**src/rtl/fanctrl_cfg_pkg.sv**
```systemverilog
// Shared constants for the fan-controller nibble config loader: address map, FSM states, nibble counts.
// Latency: n/a (definitions only); backpressure: n/a.
package fanctrl_cfg_pkg;

  localparam int DEF_ADC_BITWIDTH = 8;
  localparam int DEF_REG_BITWIDTH = 32;
  localparam int CNT_W            = 8;

  localparam logic [3:0] ADDR_ADC    = 4'h0;
  localparam logic [3:0] ADDR_SET    = 4'h1;
  localparam logic [3:0] ADDR_PERIOD = 4'h2;
  localparam logic [3:0] ADDR_MIN    = 4'h3;
  localparam logic [3:0] ADDR_A0     = 4'h4;
  localparam logic [3:0] ADDR_A1     = 4'h5;
  localparam logic [3:0] ADDR_B0     = 4'h6;
  localparam logic [3:0] ADDR_B1     = 4'h7;
  localparam logic [3:0] ADDR_B2     = 4'h8;
  localparam logic [3:0] ADDR_COMMIT = 4'hF;

  typedef enum logic {
    ST_IDLE,
    ST_DATA
  } state_t;

  // Data nibbles needed to carry a value of the given bit width.
  function automatic int nib_count(input int width);
    return (width + 3) / 4;
  endfunction

  localparam int NIB_VAL_DEF = nib_count(DEF_ADC_BITWIDTH);
  localparam int NIB_PER_DEF = nib_count(DEF_ADC_BITWIDTH + 1);
  localparam int NIB_REG_DEF = DEF_REG_BITWIDTH / 4;

endpackage

```
**src/rtl/fanctrl_cfg_loader_if.sv**
```systemverilog
// Nibble input bus plus the parallel data/config outputs of the loader.
// Latency: n/a (wiring only); backpressure: none, nibble source is free-running.
interface fanctrl_cfg_loader_if
  import fanctrl_cfg_pkg::*;
#(
  parameter int ADC_BITWIDTH = DEF_ADC_BITWIDTH,
  parameter int REG_BITWIDTH = DEF_REG_BITWIDTH
);
  logic [3:0]                     nibble_i;
  logic                           nibble_strb_i;
  logic [ADC_BITWIDTH-1:0]        ADC_value_o;
  logic [ADC_BITWIDTH-1:0]        SET_value_o;
  logic [ADC_BITWIDTH:0]          PWM_periodCounterValue_o;
  logic [ADC_BITWIDTH-1:0]        PWM_minCounterValue_o;
  logic                           config_en_o;
  logic                           dataVaild_STRB_o;
  logic signed [REG_BITWIDTH-1:0] a0_o;
  logic signed [REG_BITWIDTH-1:0] a1_o;
  logic signed [REG_BITWIDTH-1:0] b0_o;
  logic signed [REG_BITWIDTH-1:0] b1_o;
  logic signed [REG_BITWIDTH-1:0] b2_o;
  logic                           busy_o;
  logic                           err_o;

  modport master (
    input  nibble_i, nibble_strb_i,
    output ADC_value_o, SET_value_o, PWM_periodCounterValue_o, PWM_minCounterValue_o,
           config_en_o, dataVaild_STRB_o, a0_o, a1_o, b0_o, b1_o, b2_o, busy_o, err_o
  );

  modport slave (
    output nibble_i, nibble_strb_i,
    input  ADC_value_o, SET_value_o, PWM_periodCounterValue_o, PWM_minCounterValue_o,
           config_en_o, dataVaild_STRB_o, a0_o, a1_o, b0_o, b1_o, b2_o, busy_o, err_o
  );
endinterface

```
**src/rtl/cfg_strb_sync.sv**
```systemverilog
// Two-flop synchronizer for the async nibble/strobe pair with rising-edge detect on the strobe.
// Latency: nib_valid 2 clk after the strobe rises; backpressure: none.
module cfg_strb_sync (
  input  logic       clk_i,
  input  logic       rstn_i,
  input  logic [3:0] nibble_i,
  input  logic       nibble_strb_i,
  output logic       nib_valid,
  output logic [3:0] nib_data
);

  logic [3:0] nib_s1_q, nib_s1_d, nib_s2_q, nib_s2_d;
  logic       strb_s1_q, strb_s1_d, strb_s2_q, strb_s2_d, strb_s3_q, strb_s3_d;

  always_comb begin
    nib_s1_d  = nibble_i;
    nib_s2_d  = nib_s1_q;
    strb_s1_d = nibble_strb_i;
    strb_s2_d = strb_s1_q;
    strb_s3_d = strb_s2_q;
  end

  always_ff @(posedge clk_i or negedge rstn_i) begin
    if (!rstn_i) begin
      nib_s1_q  <= '0;
      nib_s2_q  <= '0;
      strb_s1_q <= 1'b0;
      strb_s2_q <= 1'b0;
      strb_s3_q <= 1'b0;
    end else begin
      nib_s1_q  <= nib_s1_d;
      nib_s2_q  <= nib_s2_d;
      strb_s1_q <= strb_s1_d;
      strb_s2_q <= strb_s2_d;
      strb_s3_q <= strb_s3_d;
    end
  end

  // The nibble was settled well before the strobe, so its synchronized copy is valid here.
  assign nib_valid = strb_s2_q & ~strb_s3_q;
  assign nib_data  = nib_s2_q;

endmodule

```
**src/rtl/fanctrl_cfg_loader.sv**
```systemverilog
// Nibble-bus frame decoder feeding fan-controller data, PWM config and shadowed PID coefficients.
// Latency: target updates 1 clk after the last nibble is seen; backpressure: none, timeout aborts stalled frames.
module fanctrl_cfg_loader
  import fanctrl_cfg_pkg::*;
#(
  parameter int ADC_BITWIDTH   = DEF_ADC_BITWIDTH,
  parameter int REG_BITWIDTH   = DEF_REG_BITWIDTH,
  parameter int TIMEOUT_CYCLES = 100000,
  parameter int PERIOD_RST     = 255
) (
  input logic                  clk_i,
  input logic                  rstn_i,
  fanctrl_cfg_loader_if.master bus
);

  localparam int NIB_VAL = nib_count(ADC_BITWIDTH);
  localparam int NIB_PER = nib_count(ADC_BITWIDTH + 1);
  localparam int NIB_REG = REG_BITWIDTH / 4;
  localparam int PER_W   = ADC_BITWIDTH + 1;
  localparam int SH_W    = (REG_BITWIDTH > 4 * NIB_PER) ? REG_BITWIDTH : 4 * NIB_PER;
  localparam int TMO_W   = $clog2(TIMEOUT_CYCLES + 1);

  logic       nib_valid;
  logic [3:0] nib_data;

  cfg_strb_sync u_sync (
    .clk_i        (clk_i),
    .rstn_i       (rstn_i),
    .nibble_i     (bus.nibble_i),
    .nibble_strb_i(bus.nibble_strb_i),
    .nib_valid    (nib_valid),
    .nib_data     (nib_data)
  );

  state_t                         state_q, state_d;
  logic [3:0]                     addr_q, addr_d;
  logic [CNT_W-1:0]               cnt_q, cnt_d;
  logic [TMO_W-1:0]               tmo_q, tmo_d;
  logic [SH_W-5:0]                shift_q, shift_d;
  logic [SH_W-1:0]                word;
  logic [ADC_BITWIDTH-1:0]        adc_q, adc_d, set_q, set_d, min_q, min_d;
  logic [PER_W-1:0]               per_q, per_d;
  logic                           cfg_en_q, cfg_en_d, dv_q, dv_d, err_q, err_d;
  logic signed [REG_BITWIDTH-1:0] shd_q [5];
  logic signed [REG_BITWIDTH-1:0] shd_d [5];
  logic signed [REG_BITWIDTH-1:0] coef_q [5];
  logic signed [REG_BITWIDTH-1:0] coef_d [5];

  // Value accumulated so far with the incoming nibble appended as the LSBs.
  assign word = {shift_q, nib_data};

  always_comb begin
    state_d  = state_q;
    addr_d   = addr_q;
    cnt_d    = cnt_q;
    tmo_d    = tmo_q;
    shift_d  = shift_q;
    adc_d    = adc_q;
    set_d    = set_q;
    min_d    = min_q;
    per_d    = per_q;
    cfg_en_d = cfg_en_q;
    dv_d     = 1'b0;
    err_d    = 1'b0;
    shd_d    = shd_q;
    coef_d   = coef_q;

    case (state_q)
      ST_IDLE: begin
        tmo_d = '0;
        if (nib_valid) begin
          addr_d  = nib_data;
          shift_d = '0;
          case (nib_data)
            ADDR_ADC, ADDR_SET, ADDR_MIN: begin
              cnt_d   = CNT_W'(NIB_VAL);
              state_d = ST_DATA;
            end
            ADDR_PERIOD: begin
              cnt_d   = CNT_W'(NIB_PER);
              state_d = ST_DATA;
            end
            ADDR_A0, ADDR_A1, ADDR_B0, ADDR_B1, ADDR_B2: begin
              cnt_d   = CNT_W'(NIB_REG);
              state_d = ST_DATA;
            end
            ADDR_COMMIT: coef_d = shd_q;
            default:     err_d  = 1'b1;
          endcase
        end
      end
      ST_DATA: begin
        // A strobe landing on the expiry cycle still counts; the timeout only fires on a quiet cycle.
        if (nib_valid) begin
          tmo_d   = '0;
          shift_d = word[SH_W-5:0];
          cnt_d   = cnt_q - CNT_W'(1);
          if (cnt_q == CNT_W'(1)) begin
            state_d = ST_IDLE;
            case (addr_q)
              ADDR_ADC: begin
                adc_d    = word[ADC_BITWIDTH-1:0];
                cfg_en_d = 1'b0;
                dv_d     = 1'b1;
              end
              ADDR_SET: begin
                set_d    = word[ADC_BITWIDTH-1:0];
                cfg_en_d = 1'b1;
                dv_d     = 1'b1;
              end
              ADDR_PERIOD: per_d    = word[PER_W-1:0];
              ADDR_MIN:    min_d    = word[ADC_BITWIDTH-1:0];
              ADDR_A0:     shd_d[0] = $signed(word[REG_BITWIDTH-1:0]);
              ADDR_A1:     shd_d[1] = $signed(word[REG_BITWIDTH-1:0]);
              ADDR_B0:     shd_d[2] = $signed(word[REG_BITWIDTH-1:0]);
              ADDR_B1:     shd_d[3] = $signed(word[REG_BITWIDTH-1:0]);
              ADDR_B2:     shd_d[4] = $signed(word[REG_BITWIDTH-1:0]);
              default:     ;
            endcase
          end
        end else if (tmo_q == TMO_W'(TIMEOUT_CYCLES - 1)) begin
          state_d = ST_IDLE;
          tmo_d   = '0;
          err_d   = 1'b1;
        end else begin
          tmo_d = tmo_q + TMO_W'(1);
        end
      end
      default: state_d = ST_IDLE;
    endcase
  end

  always_ff @(posedge clk_i or negedge rstn_i) begin
    if (!rstn_i) begin
      state_q  <= ST_IDLE;
      addr_q   <= '0;
      cnt_q    <= '0;
      tmo_q    <= '0;
      shift_q  <= '0;
      adc_q    <= '0;
      set_q    <= '0;
      min_q    <= '0;
      per_q    <= PER_W'(PERIOD_RST);
      cfg_en_q <= 1'b0;
      dv_q     <= 1'b0;
      err_q    <= 1'b0;
      shd_q    <= '{default: '0};
      coef_q   <= '{default: '0};
    end else begin
      state_q  <= state_d;
      addr_q   <= addr_d;
      cnt_q    <= cnt_d;
      tmo_q    <= tmo_d;
      shift_q  <= shift_d;
      adc_q    <= adc_d;
      set_q    <= set_d;
      min_q    <= min_d;
      per_q    <= per_d;
      cfg_en_q <= cfg_en_d;
      dv_q     <= dv_d;
      err_q    <= err_d;
      shd_q    <= shd_d;
      coef_q   <= coef_d;
    end
  end

  assign bus.ADC_value_o              = adc_q;
  assign bus.SET_value_o              = set_q;
  assign bus.PWM_periodCounterValue_o = per_q;
  assign bus.PWM_minCounterValue_o    = min_q;
  assign bus.config_en_o              = cfg_en_q;
  assign bus.dataVaild_STRB_o         = dv_q;
  assign bus.err_o                    = err_q;
  assign bus.busy_o                   = (state_q == ST_DATA);
  assign bus.a0_o                     = coef_q[0];
  assign bus.a1_o                     = coef_q[1];
  assign bus.b0_o                     = coef_q[2];
  assign bus.b1_o                     = coef_q[3];
  assign bus.b2_o                     = coef_q[4];

endmodule

```
**src/flat_wrapper.sv**
```systemverilog
// flat-port wrapper written by rule: the top's interface ports become plain ports
module fanctrl_cfg_loader_flat import fanctrl_cfg_pkg::*;
#(
  parameter int ADC_BITWIDTH   = DEF_ADC_BITWIDTH,
  parameter int REG_BITWIDTH   = DEF_REG_BITWIDTH,
  parameter int TIMEOUT_CYCLES = 100000,
  parameter int PERIOD_RST     = 255
)
  (clk_i, rstn_i, bus_nibble_i, bus_nibble_strb_i, bus_ADC_value_o, bus_SET_value_o, bus_PWM_periodCounterValue_o, bus_PWM_minCounterValue_o, bus_config_en_o, bus_dataVaild_STRB_o, bus_a0_o, bus_a1_o, bus_b0_o, bus_b1_o, bus_b2_o, bus_busy_o, bus_err_o);
  fanctrl_cfg_loader_if #(.ADC_BITWIDTH(ADC_BITWIDTH), .REG_BITWIDTH(REG_BITWIDTH)) bus_i ();
  input logic clk_i;
  input logic rstn_i;
  input wire logic [$bits(bus_i.nibble_i)-1:0] bus_nibble_i;
  input wire logic [$bits(bus_i.nibble_strb_i)-1:0] bus_nibble_strb_i;
  output wire logic [$bits(bus_i.ADC_value_o)-1:0] bus_ADC_value_o;
  output wire logic [$bits(bus_i.SET_value_o)-1:0] bus_SET_value_o;
  output wire logic [$bits(bus_i.PWM_periodCounterValue_o)-1:0] bus_PWM_periodCounterValue_o;
  output wire logic [$bits(bus_i.PWM_minCounterValue_o)-1:0] bus_PWM_minCounterValue_o;
  output wire logic [$bits(bus_i.config_en_o)-1:0] bus_config_en_o;
  output wire logic [$bits(bus_i.dataVaild_STRB_o)-1:0] bus_dataVaild_STRB_o;
  output wire logic [$bits(bus_i.a0_o)-1:0] bus_a0_o;
  output wire logic [$bits(bus_i.a1_o)-1:0] bus_a1_o;
  output wire logic [$bits(bus_i.b0_o)-1:0] bus_b0_o;
  output wire logic [$bits(bus_i.b1_o)-1:0] bus_b1_o;
  output wire logic [$bits(bus_i.b2_o)-1:0] bus_b2_o;
  output wire logic [$bits(bus_i.busy_o)-1:0] bus_busy_o;
  output wire logic [$bits(bus_i.err_o)-1:0] bus_err_o;
  assign bus_i.nibble_i = bus_nibble_i;
  assign bus_i.nibble_strb_i = bus_nibble_strb_i;
  assign bus_ADC_value_o = bus_i.ADC_value_o;
  assign bus_SET_value_o = bus_i.SET_value_o;
  assign bus_PWM_periodCounterValue_o = bus_i.PWM_periodCounterValue_o;
  assign bus_PWM_minCounterValue_o = bus_i.PWM_minCounterValue_o;
  assign bus_config_en_o = bus_i.config_en_o;
  assign bus_dataVaild_STRB_o = bus_i.dataVaild_STRB_o;
  assign bus_a0_o = bus_i.a0_o;
  assign bus_a1_o = bus_i.a1_o;
  assign bus_b0_o = bus_i.b0_o;
  assign bus_b1_o = bus_i.b1_o;
  assign bus_b2_o = bus_i.b2_o;
  assign bus_busy_o = bus_i.busy_o;
  assign bus_err_o = bus_i.err_o;
  fanctrl_cfg_loader #(.ADC_BITWIDTH(ADC_BITWIDTH), .REG_BITWIDTH(REG_BITWIDTH), .TIMEOUT_CYCLES(TIMEOUT_CYCLES), .PERIOD_RST(PERIOD_RST)) u_core (.clk_i(clk_i), .rstn_i(rstn_i), .bus(bus_i));
endmodule
```
**config.mk**
```make
export PLATFORM = sky130hd
export DESIGN_NAME = fanctrl_cfg_loader_flat
export DESIGN_NICKNAME = d
export VERILOG_FILES = /design/src/rtl/fanctrl_cfg_pkg.sv /design/src/rtl/fanctrl_cfg_loader_if.sv /design/src/rtl/cfg_strb_sync.sv /design/src/rtl/fanctrl_cfg_loader.sv /design/src/flat_wrapper.sv
export SDC_FILE = /design/constraint.sdc
export NUM_CORES = 1
export LEC_CHECK = 0
export BUFFER_PORTS_ARGS = -buffer_cell sky130_fd_sc_hd__buf_2
export CORE_ASPECT_RATIO = 1.5
export CORE_UTILIZATION = 38
export DETAILED_ROUTE_END_ITERATION = 16
export GPL_TIMING_DRIVEN = 0
export PLACE_DENSITY_LB_ADDON = 0.08
export RECOVER_POWER = 100
export REMOVE_ABC_BUFFERS = 1
export SLEW_MARGIN = 40
export SYNTH_ARGS = -nofsm -noshare
export SYNTH_HDL_FRONTEND = slang
export SYNTH_HIERARCHICAL = 1
export SYNTH_SLANG_ARGS = --single-unit
```
**constraint.sdc**
```tcl
create_clock -name clk_i -period 2.3 [get_ports clk_i]
set_clock_uncertainty 0.15 [all_clocks]
set_input_delay 0.23 -clock clk_i [delete_from_list [all_inputs] [get_ports clk_i]]
set_output_delay 0.23 -clock clk_i [all_outputs]
set_load 0.02 [all_outputs]
```
==> flow_summary.json, run 1 <==
{
  "synth_area_leaders": "dfrtp_1 (65%), mux2_2 (25%), dfstp_2 (1.3%)",
  "fin_ws_ns": -0.116,
  "grt_antenna_before_repair": 0,
  "worst_slew_pin_slew_ns": 1.32,
  "cts_tree": "built",
  "yosys_warnings": 6,
  "netlist.area_leader.share_pct": 65.0,
  "track_usage_pct": 17.5,
  "numCtsBuffers": 42,
  "critPathTopFamily": "simple AND/OR/NAND/NOR gates",
  "clock-sinks": 425,
  "fp.dieH_um": 254,
  "num_vias": 9335,
  "synth-async-reset-ratio_pct": 100,
  "synth_cell_types": 44,
  "drt-vias-per-instance": 4.87,
  "hold_viol": 0,
  "critPathMaxStageDelay_ns": 0.59,
  "ys_ff_latch": 425,
  "p_per_area_mw_per_mm2": 817,
  "nets": 1335,
  "num_rows": 91,
  "start_util_pct": 38.7,
  "drt_iter0_markers": 469,
  "drv_cap": 0,
  "place_congestion": 0.717,
  "cp-end-kind": "flip-flop",
  "slew_headroom_pct": 11.8,
  "grt_pass1_wl_mm": 58.1,
  "final_antenna_net_count": 0,
  "wl_per_cell_um": 19.3,
  "dp.cells": 1783,
  "drc": 0,
  "overflow": 0,
  "drive_gt1_share_pct": 40.4,
  "yosysTopAreaCell": "dfrtp_1",
  "netlist_instances": 1036,
  "violations": "setup timing",
  "diodes": 0,
  "core_area_sq_mm": 0.0414,
  "final-max-slew-violation-count": 0,
  "synth_edf_count": 0,
  "worstSetupPathType": "reg -> reg",
  "min_period_ns": 2.42,
  "critPathLaunchType": "flip-flop",
  "yosys-top-cells-count": "dfrtp_1 (417), mux2_2 (353), inv_1 (34)",
  "run_status": "finished with violations",
  "cp.arrival_ns": 2.68,
  "port_buffers": 203,
  "ir_drop_mv": 0.710,
  "path_buf_inv": 3,
  "yosys_most_used_dff": "dfrtp_1",
  "die_w_um": 170,
  "clk_pin_slew_ns": 0.06,
  "leakagePower_nw": 9.78,
  "layout.cells.non_filler": 1916,
  "synth_most_common_cell": "dfrtp_1",
  "finalPower_mw": 16.4,
  "die-area_sq_mm": 0.0431,
  "hold_path_class": "in -> reg",
  "fillers": 3819,
  "critPathSlowestCell": "or4_4",
  "seq_area_frac_synth_pct": 66.3,
  "grt_max_degree": 73,
  "dpl.hpwl_mm": 23.9,
  "setup_viol": 237,
  "fmax_mhz": 414,
  "path_cells": "or4_4 > nor3b_4 > buf_6 > nand4_1 > buf_6 > buf_8 > mux2_2",
  "ios": 204,
  "clk_latency_ns": 0.54,
  "syn_avg_cell_area_sq_um": 15.5,
  "totalWireLength_mm": 37.0,
  "crit_fanout": 6,
  "syn-cell-area_sq_mm": 0.0161,
  "h-tree-depth": 2,
  "cp_data_required_time_ns": 2.57,
  "dr.pass1.iters": 4,
  "layout_worst_path_cycle_share_pct": 105,
  "crit_top_cell": "buf_6",
  "clockBufferDepth": 3,
  "grt_pass1_vias": 9859,
  "synthToLayoutAreaGrowth_pct": 24.7,
  "rsz0062_at_grt": "true",
  "root_buffer": "clkbuf_16"
}
==> power breakdown <==
part	switching, mW	internal (mW)
sequential	0.356	7.76
combinational	0.722	0.514
clock	2.90	4.11
total	3.98	12.4
==> worst register-to-register path, cell delays in order, from the launching register on <==
cell     delay, ns
dfrtp_2       0.43
or4_4         0.59
nor3b_4       0.23
buf_6         0.13
nand4_1       0.15
buf_6         0.20
buf_8         0.14
mux2_2        0.27
==> metal layers <==
metal | global-route usage [%] | routed length, um | vias to the layer above
met5 | 0 | 0 | -
met4 | 5.48 | 828 | 0
met3 | 3.04 | 1430 | 63
met2 | 29.9 | 18800 | 192
met1 | 22.4 | 16000 | 4829
li1 | - | - | 4251
==> final cells by class <==
class                      count  area (sq um)  share of cell area, %
inverter                      34           128                  0.638
multi-input combinational    527          5180                   25.9
sequential                   425         10700                   53.2
tap                          558           698                   3.49
timing repair buffer         295          1930                   9.65
clock inverter                17           143                  0.713
clock buffer                  60          1280                   6.41
==> registers in the layout (all words and copies together), names as in the netlist, 8 cells and up <==
register                             flops
u_core/cnt_q                             8
u_core/tmo_q                            17
u_core/shift_q                          28
u_core/bus.ADC_value_o                   8
u_core/bus.SET_value_o                   8
u_core/bus.PWM_periodCounterValue_o      9
u_core/bus.b2_o                         32
u_core/bus.b0_o                         32
u_core/bus.a1_o                         32
u_core/shd_q                           160
u_core/bus.b1_o                         32
u_core/bus.PWM_minCounterValue_o         8
u_core/bus.a0_o                         32
==> timing repair <==
item                                    in CTS  in global routing
endpoints found under the hold margin      286                  0
pin swaps                                   10                  4
gates cloned                                 2                  3
resized for setup                           49                 23
endpoints found under the setup margin     360                238
hold buffers                                 6                  0
setup buffers                               35                 11
==> path summary, 6_finish.rpt <==
| path | startpoint | end | slack (ns) | cells past startpoint |
|---|---|---|---|---|
| max in group asynchronous | rstn_i | u_core/shift_q[23] | 0.28 | 4 |
| worst max-delay path | u_core/cnt_q[4] | u_core/shd_q[54] | -0.12 | 7 |
| worst min register to register | u_core/u_sync/strb_s1_q | u_core/u_sync/strb_s2_q | 0.20 | 0 |
| min in group asynchronous | rstn_i | u_core/shd_q[3] | 0.36 | 2 |
| worst max register to register | u_core/cnt_q[4] | u_core/shd_q[54] | -0.12 | 7 |
| worst min-delay path | bus_nibble_i[0] | u_core/u_sync/nib_s1_q[0] | 0.18 | 2 |
==> per-stage QoR <==
step	setup TNS (ns)	util, %	hold WS (ns)	area [sq um]	worst slack, ns
global route	-41.37	48.3	0.149	20000	-0.202
CTS	-6.15	48.7	0.0318	20200	-0.147
finish	-13.37	48.3	0.178	20000	-0.116
detailed placement	-301.28	43.9	0.0284	18200	-1.75
floorplan	-1218.53	-	-0.216	15800	-6.52
global placement	-5903.46	42.4	0.183	17600	-11.72
==> placed cells by master, fill, tap and decap left out, types with 4 or more instances in the layout <==
| master | synthesis | final |
|---|---|---|
| buf_6 | 0 | 21 |
| inv_1 | 34 | 33 |
| nor3_1 | 4 | 4 |
| dfstp_2 | 8 | 8 |
| clkbuf_1 | 24 | 204 |
| clkbuf_2 | 0 | 6 |
| mux2_2 | 353 | 351 |
| clkbuf_8 | 0 | 10 |
| a21oi_1 | 10 | 10 |
| nand3_1 | 8 | 7 |
| nor4_1 | 5 | 5 |
| mux2_4 | 0 | 6 |
| dlygate4sd3_1 | 0 | 6 |
| xnor2_1 | 8 | 8 |
| buf_8 | 0 | 11 |
| dfrtp_1 | 417 | 412 |
| nand2_1 | 15 | 13 |
| xor2_1 | 9 | 9 |
| clkbuf_16 | 0 | 48 |
| buf_16 | 0 | 7 |
| o22ai_1 | 24 | 24 |
| buf_2 | 20 | 6 |
| o21ai_0 | 7 | 6 |
| nor2_1 | 28 | 26 |
| dfrtp_2 | 0 | 5 |
| buf_12 | 0 | 10 |
| clkinv_2 | 0 | 12 |
| nand4_1 | 10 | 10 |
| buf_4 | 0 | 24 |
| nand2b_1 | 4 | 4 |
==> kinds of logic after synthesis <==
| family | count (synthesis) | share of synthesized area, % |
|---|---|---|
| AOI/OAI and AO/OA | 50 | 1.91 |
| xor gates and xnor gates | 17 | 0.927 |
| adders and majority gates | 3 | 0.234 |
| buffers and inverters | 85 | 2.14 |
| DFF | 425 | 66.3 |
| muxes | 357 | 25.0 |
| and+or+nand+nor | 99 | 3.46 |
No activity file was read; power rests on OpenSTA's default activity.
==> run 2, diff against run 1 <==
--- a/config.mk
+++ b/config.mk
@@ -13,6 +13,7 @@
 export PLACE_DENSITY_LB_ADDON = 0.08
 export RECOVER_POWER = 100
 export REMOVE_ABC_BUFFERS = 1
+export SETUP_SLACK_MARGIN = 0.15
 export SLEW_MARGIN = 40
 export SYNTH_ARGS = -nofsm -noshare
 export SYNTH_HDL_FRONTEND = slang
==> flow_summary.json, run 2 (synthesis gave the netlist of run 1 again) <==
{
  "run_status": "finished with violations",
  "violations": "setup timing",
  "drt_iter0_markers": 607,
  "hold_path_class": "in -> reg",
  "largest_reg_flops": 160,
  "core_area_sq_mm": 0.0414,
  "dr.pass1.iters": 4,
  "synthToLayoutAreaGrowth_pct": 35.4,
  "hold_viol": 0,
  "nets": 1386,
  "drt-vias-per-instance": 4.93,
  "grt_pass1_vias": 10403,
  "crit_end": "u_core/shd_q[20]",
  "cts_tree": "built",
  "port_buffers": 203,
  "clock-sinks": 425,
  "r2r-start": "u_core/cnt_q[1]",
  "largest_register": "u_core/shd_q",
  "ios": 204,
  "critPathSlowestCell": "or3b_4",
  "layout_worst_path_cycle_share_pct": 110,
  "grt_pass1_wl_mm": 62.8,
  "clk_pin_slew_ns": 0.06,
  "p_per_area_mw_per_mm2": 758,
  "worstSetupPathType": "reg -> reg",
  "crit_top_cell": "buf_6",
  "leakagePower_nw": 10.4,
  "whs_ns": 0.181,
  "min_period_ns": 2.52,
  "ir_drop_mv": 0.777,
  "fmax_mhz": 397,
  "die-area_sq_mm": 0.0431,
  "h-tree-depth": 2,
  "wl_per_cell_um": 20.5,
  "crit_fanout": 6,
  "num_rows": 91,
  "numCtsBuffers": 42,
  "worst_slew_pin_slew_ns": 1.33,
  "fin_ws_ns": -0.222,
  "track_usage_pct": 19.1,
  "setup.worst_path.start": "u_core/cnt_q[1]",
  "dpl.hpwl_mm": 23.9,
  "cp-end-kind": "flip-flop",
  "grt_max_degree": 73,
  "die_w_um": 170,
  "final-max-slew-violation-count": 0,
  "r2r-end": "u_core/shd_q[20]",
  "drive_gt1_share_pct": 42.9,
  "r2r_cells": 9,
  "overflow": 0,
  "fp.dieH_um": 254,
  "final_common_cell": "dfrtp_1",
  "num_vias": 9701,
  "root_buffer": "clkbuf_16",
  "ff2ff_setup_slack_ns": -0.22,
  "rsz0062_at_grt": "true",
  "setup_viol": 315,
  "critPathLaunchType": "flip-flop",
  "grt_antenna_before_repair": 0,
  "fillers": 3645,
  "critPathMaxStageDelay_ns": 0.41,
  "place_congestion": 0.717,
  "cp.arrival_ns": 2.80,
  "totalWireLength_mm": 40.4,
  "path_cells": "inv_2 > ha_4 > or3b_4 > nor4_4 > nand4b_1 > buf_6 > buf_6 > buf_8 > mux2_4",
  "diodes": 0,
  "clk_latency_ns": 0.54,
  "clockBufferDepth": 3,
  "start_util_pct": 38.7,
  "cp_data_required_time_ns": 2.58,
  "drc": 0,
  "slew_headroom_pct": 11.4,
  "setup_tns_ns": -31.67,
  "final_cell_mix": "dfrtp_1 (412), clkbuf_1 (204), mux2_2 (186)",
  "final_antenna_net_count": 0,
  "drv_cap": 0
}
==> run 2: cell type report <==
cell class | instances | area (sq um) | area share [%]
Inverter | 34 | 128 | 0.587
Clock buffer | 60 | 1280 | 5.90
Multi-Input combinational cell | 527 | 5850 | 26.9
Tap cell | 558 | 698 | 3.21
Clock inverter | 17 | 143 | 0.656
Timing Repair Buffer | 346 | 3000 | 13.8
Sequential cell | 425 | 10700 | 49.0
==> run 2: metal layers <==
metal,wire [um],vias to the layer above,track usage [%]
met2,20400,188,32.4
li1,-,4355,-
met4,891,0,5.79
met3,1470,60,3.07
met1,17600,5098,24.9
met5,0,-,0
==> run 2: timing repair <==
action,in CTS,in global routing
setup endpoints to repair,401,367
hold buffers,6,0
gates resized for setup,206,102
setup buffers,67,14
pin swaps,11,5
cloned,18,2
hold endpoints to repair,286,0
==> run 2: power breakdown <==
part	total (mW)	switching [mW]	internal (mW)
clock	7.01	2.90	4.11
combinational	1.34	0.758	0.585
sequential	8.13	0.372	7.76
total	16.5	4.03	12.5
==> run 2: how the worst min path moves through the flow <==
stage / to / slack (ns) / startpoint / cells past startpoint
after floorplan: u_core/addr_q[0] / -0.22 / rstn_i / 0
after global placement: u_core/u_sync/nib_data[3] / 0.18 / u_core/u_sync/nib_s1_q[3] / 0
after detailed placement: u_core/shd_q[3] / 0.03 / rstn_i / 1
after CTS: u_core/shd_q[3] / 0.03 / rstn_i / 2
after global routing: u_core/u_sync/strb_s1_q / 0.15 / bus_nibble_strb_i / 2
final: u_core/u_sync/nib_s1_q[3] / 0.18 / bus_nibble_i[3] / 2
==> run 2: per-stage QoR <==
| step | worst slack (ns) | instance area (sq um) | power, mW | instances | utilization, % |
|---|---|---|---|---|---|
| floorplan | -6.52 | 15800 | 8.73 | 985 | - |
| detailed placement | -1.75 | 18200 | 9.30 | 1783 | 43.9 |
| finish | -0.222 | 21700 | 16.5 | 1967 | 52.5 |
| global placement | -11.72 | 17600 | 9.21 | 1746 | 42.4 |
| CTS | -0.147 | 21500 | 16.7 | 1951 | 51.9 |
| global route | -0.322 | 21700 | 17.2 | 1967 | 52.5 |
==> run 2: critical path, delay by kind of cell, from the launching register on <==
family	cells	cell delay, ns
multiplexers	1	0.29
flip-flops	1	0.39
adder cells (fa/ha/maj)	1	0.12
buffers and inverters	4	0.55
AND/OR/NAND/NOR	3	0.89
==> run 3, diff against run 2 <==
--- a/config.mk
+++ b/config.mk
@@ -10,6 +10,7 @@
 export CORE_UTILIZATION = 38
 export DETAILED_ROUTE_END_ITERATION = 16
 export GPL_TIMING_DRIVEN = 0
+export MAX_ROUTING_LAYER = met4
 export PLACE_DENSITY_LB_ADDON = 0.08
 export RECOVER_POWER = 100
 export REMOVE_ABC_BUFFERS = 1
==> flow_summary.json, run 3 (synthesis gave the netlist of run 1 again) <==
{
  "nets": 1386,
  "num_rows": 91,
  "worstSetupPathType": "reg -> reg",
  "r2r-start": "u_core/cnt_q[1]",
  "setup.worst_path.start": "u_core/cnt_q[1]",
  "grt_antenna_before_repair": 0,
  "num_vias": 9705,
  "h-tree-depth": 2,
  "diodes": 0,
  "drt_iter0_markers": 588,
  "setup_viol": 318,
  "hold_viol": 0,
  "grt_max_degree": 73,
  "clock-sinks": 425,
  "dpl.hpwl_mm": 23.9,
  "start_util_pct": 38.7,
  "clk_pin_slew_ns": 0.07,
  "largest_register": "u_core/shd_q",
  "port_buffers": 203,
  "ir_drop_mv": 0.782,
  "clockBufferDepth": 3,
  "root_buffer": "clkbuf_16",
  "critPathLaunchType": "flip-flop",
  "hold_path_class": "in -> reg",
  "fin_ws_ns": -0.217,
  "drive_gt1_share_pct": 43.0,
  "synthToLayoutAreaGrowth_pct": 35.5,
  "critPathMaxStageDelay_ns": 0.41,
  "track_usage_pct": 19.7,
  "run_status": "finished with violations",
  "post-route-cell-area_sq_mm": 0.0218,
  "die_w_um": 170,
  "crit_top_cell": "buf_6",
  "final-max-slew-violation-count": 0,
  "layout_worst_path_cycle_share_pct": 109,
  "fp.dieH_um": 254,
  "final_common_cell": "dfrtp_1",
  "dr.pass1.iters": 4,
  "postPlaceCellArea_sq_mm": 0.0182,
  "place_congestion": 0.725,
  "rsz0062_at_grt": "true",
  "cts_tree": "built",
  "overflow": 0,
  "drv_cap": 0,
  "totalWireLength_mm": 40.4,
  "preCtsSetupSlack_ns": -1.75,
  "critPathSlowestCell": "or3b_4",
  "worst_slew_pin_slew_ns": 1.28,
  "finalPower_mw": 16.5,
  "ios": 204,
  "die-area_sq_mm": 0.0431,
  "fillers": 3645,
  "min_period_ns": 2.52,
  "whs_ns": 0.180,
  "violations": "setup timing",
  "fmax_mhz": 397,
  "largest_reg_flops": 160,
  "crit_fanout": 6,
  "setup_tns_ns": -32.99,
  "grt_pass1_vias": 10415,
  "core_area_sq_mm": 0.0414,
  "cp.arrival_ns": 2.80,
  "post-route-util_pct": 52.5,
  "hp-start": "bus_nibble_i[0]",
  "numCtsBuffers": 42,
  "drt-vias-per-instance": 4.93,
  "layout.cells.non_filler": 1967,
  "p_per_area_mw_per_mm2": 758,
  "final_antenna_net_count": 0,
  "clk_latency_ns": 0.54,
  "cp_data_required_time_ns": 2.58,
  "path_cells": "inv_2 > ha_4 > or3b_4 > nor4_4 > nand4b_1 > buf_6 > buf_6 > buf_8 > mux2_4",
  "slew_headroom_pct": 14.7,
  "leakagePower_nw": 10.4,
  "dp.cells": 1783,
  "cp-end-kind": "flip-flop",
  "final_cell_mix": "dfrtp_1 (412), clkbuf_1 (204), mux2_2 (186)",
  "grt_pass1_wl_mm": 62.8,
  "wl_per_cell_um": 20.6,
  "drc": 0
}
[run 3: path summary, 6_finish.rpt]
path	slack, ns	endpoint	cells past startpoint
worst min-delay path	0.18	u_core/u_sync/nib_s1_q[0]	2
worst max register to register	-0.22	u_core/shd_q[20]	9
worst min register to register	0.20	u_core/u_sync/strb_s2_q	0
min in group asynchronous	0.34	u_core/shd_q[3]	2
worst max-delay path	-0.22	u_core/shd_q[20]	9
max in group asynchronous	0.09	u_core/shd_q[119]	4
[run 3: routing by layer]
layer	share of wire, %	routed length, um	global-route usage, %
met4	2.1	838	5.79
met3	3.6	1460	2.97
met2	51	20500	32.4
met1	44	17700	25.0
met5	0	0	-
[run 3: critical path, delay by kind of cell, from the launching register on]
kind,cells,cell delay [ns]
fa+ha+maj,1,0.12
buf+inv,4,0.55
flops,1,0.39
mux,1,0.29
simple gates,3,0.89
[run 3: final cells by class]
type / instances / area (sq um) / share of cell area, %
Inverter: 34 / 128 / 0.586
Multi-Input combinational cell: 527 / 5860 / 26.9
Clock buffer: 60 / 1280 / 5.89
Clock inverter: 17 / 143 / 0.655
Tap cell: 558 / 698 / 3.21
Timing Repair Buffer: 346 / 3000 / 13.8
Sequential cell: 425 / 10700 / 48.9
[run 3: power by group]
group / internal, mW / switching [mW]
logic: 0.585 / 0.766
registers: 7.76 / 0.373
clock network: 4.11 / 2.91
[run 3: timing repair]
item | in CTS | in global routing
cloned | 18 | 2
resized for setup | 206 | 109
hold buffers | 6 | 0
pin swaps | 11 | 5
endpoints found under the setup margin | 401 | 367
buffers inserted | 67 | 14
endpoints found under the hold margin | 286 | 0
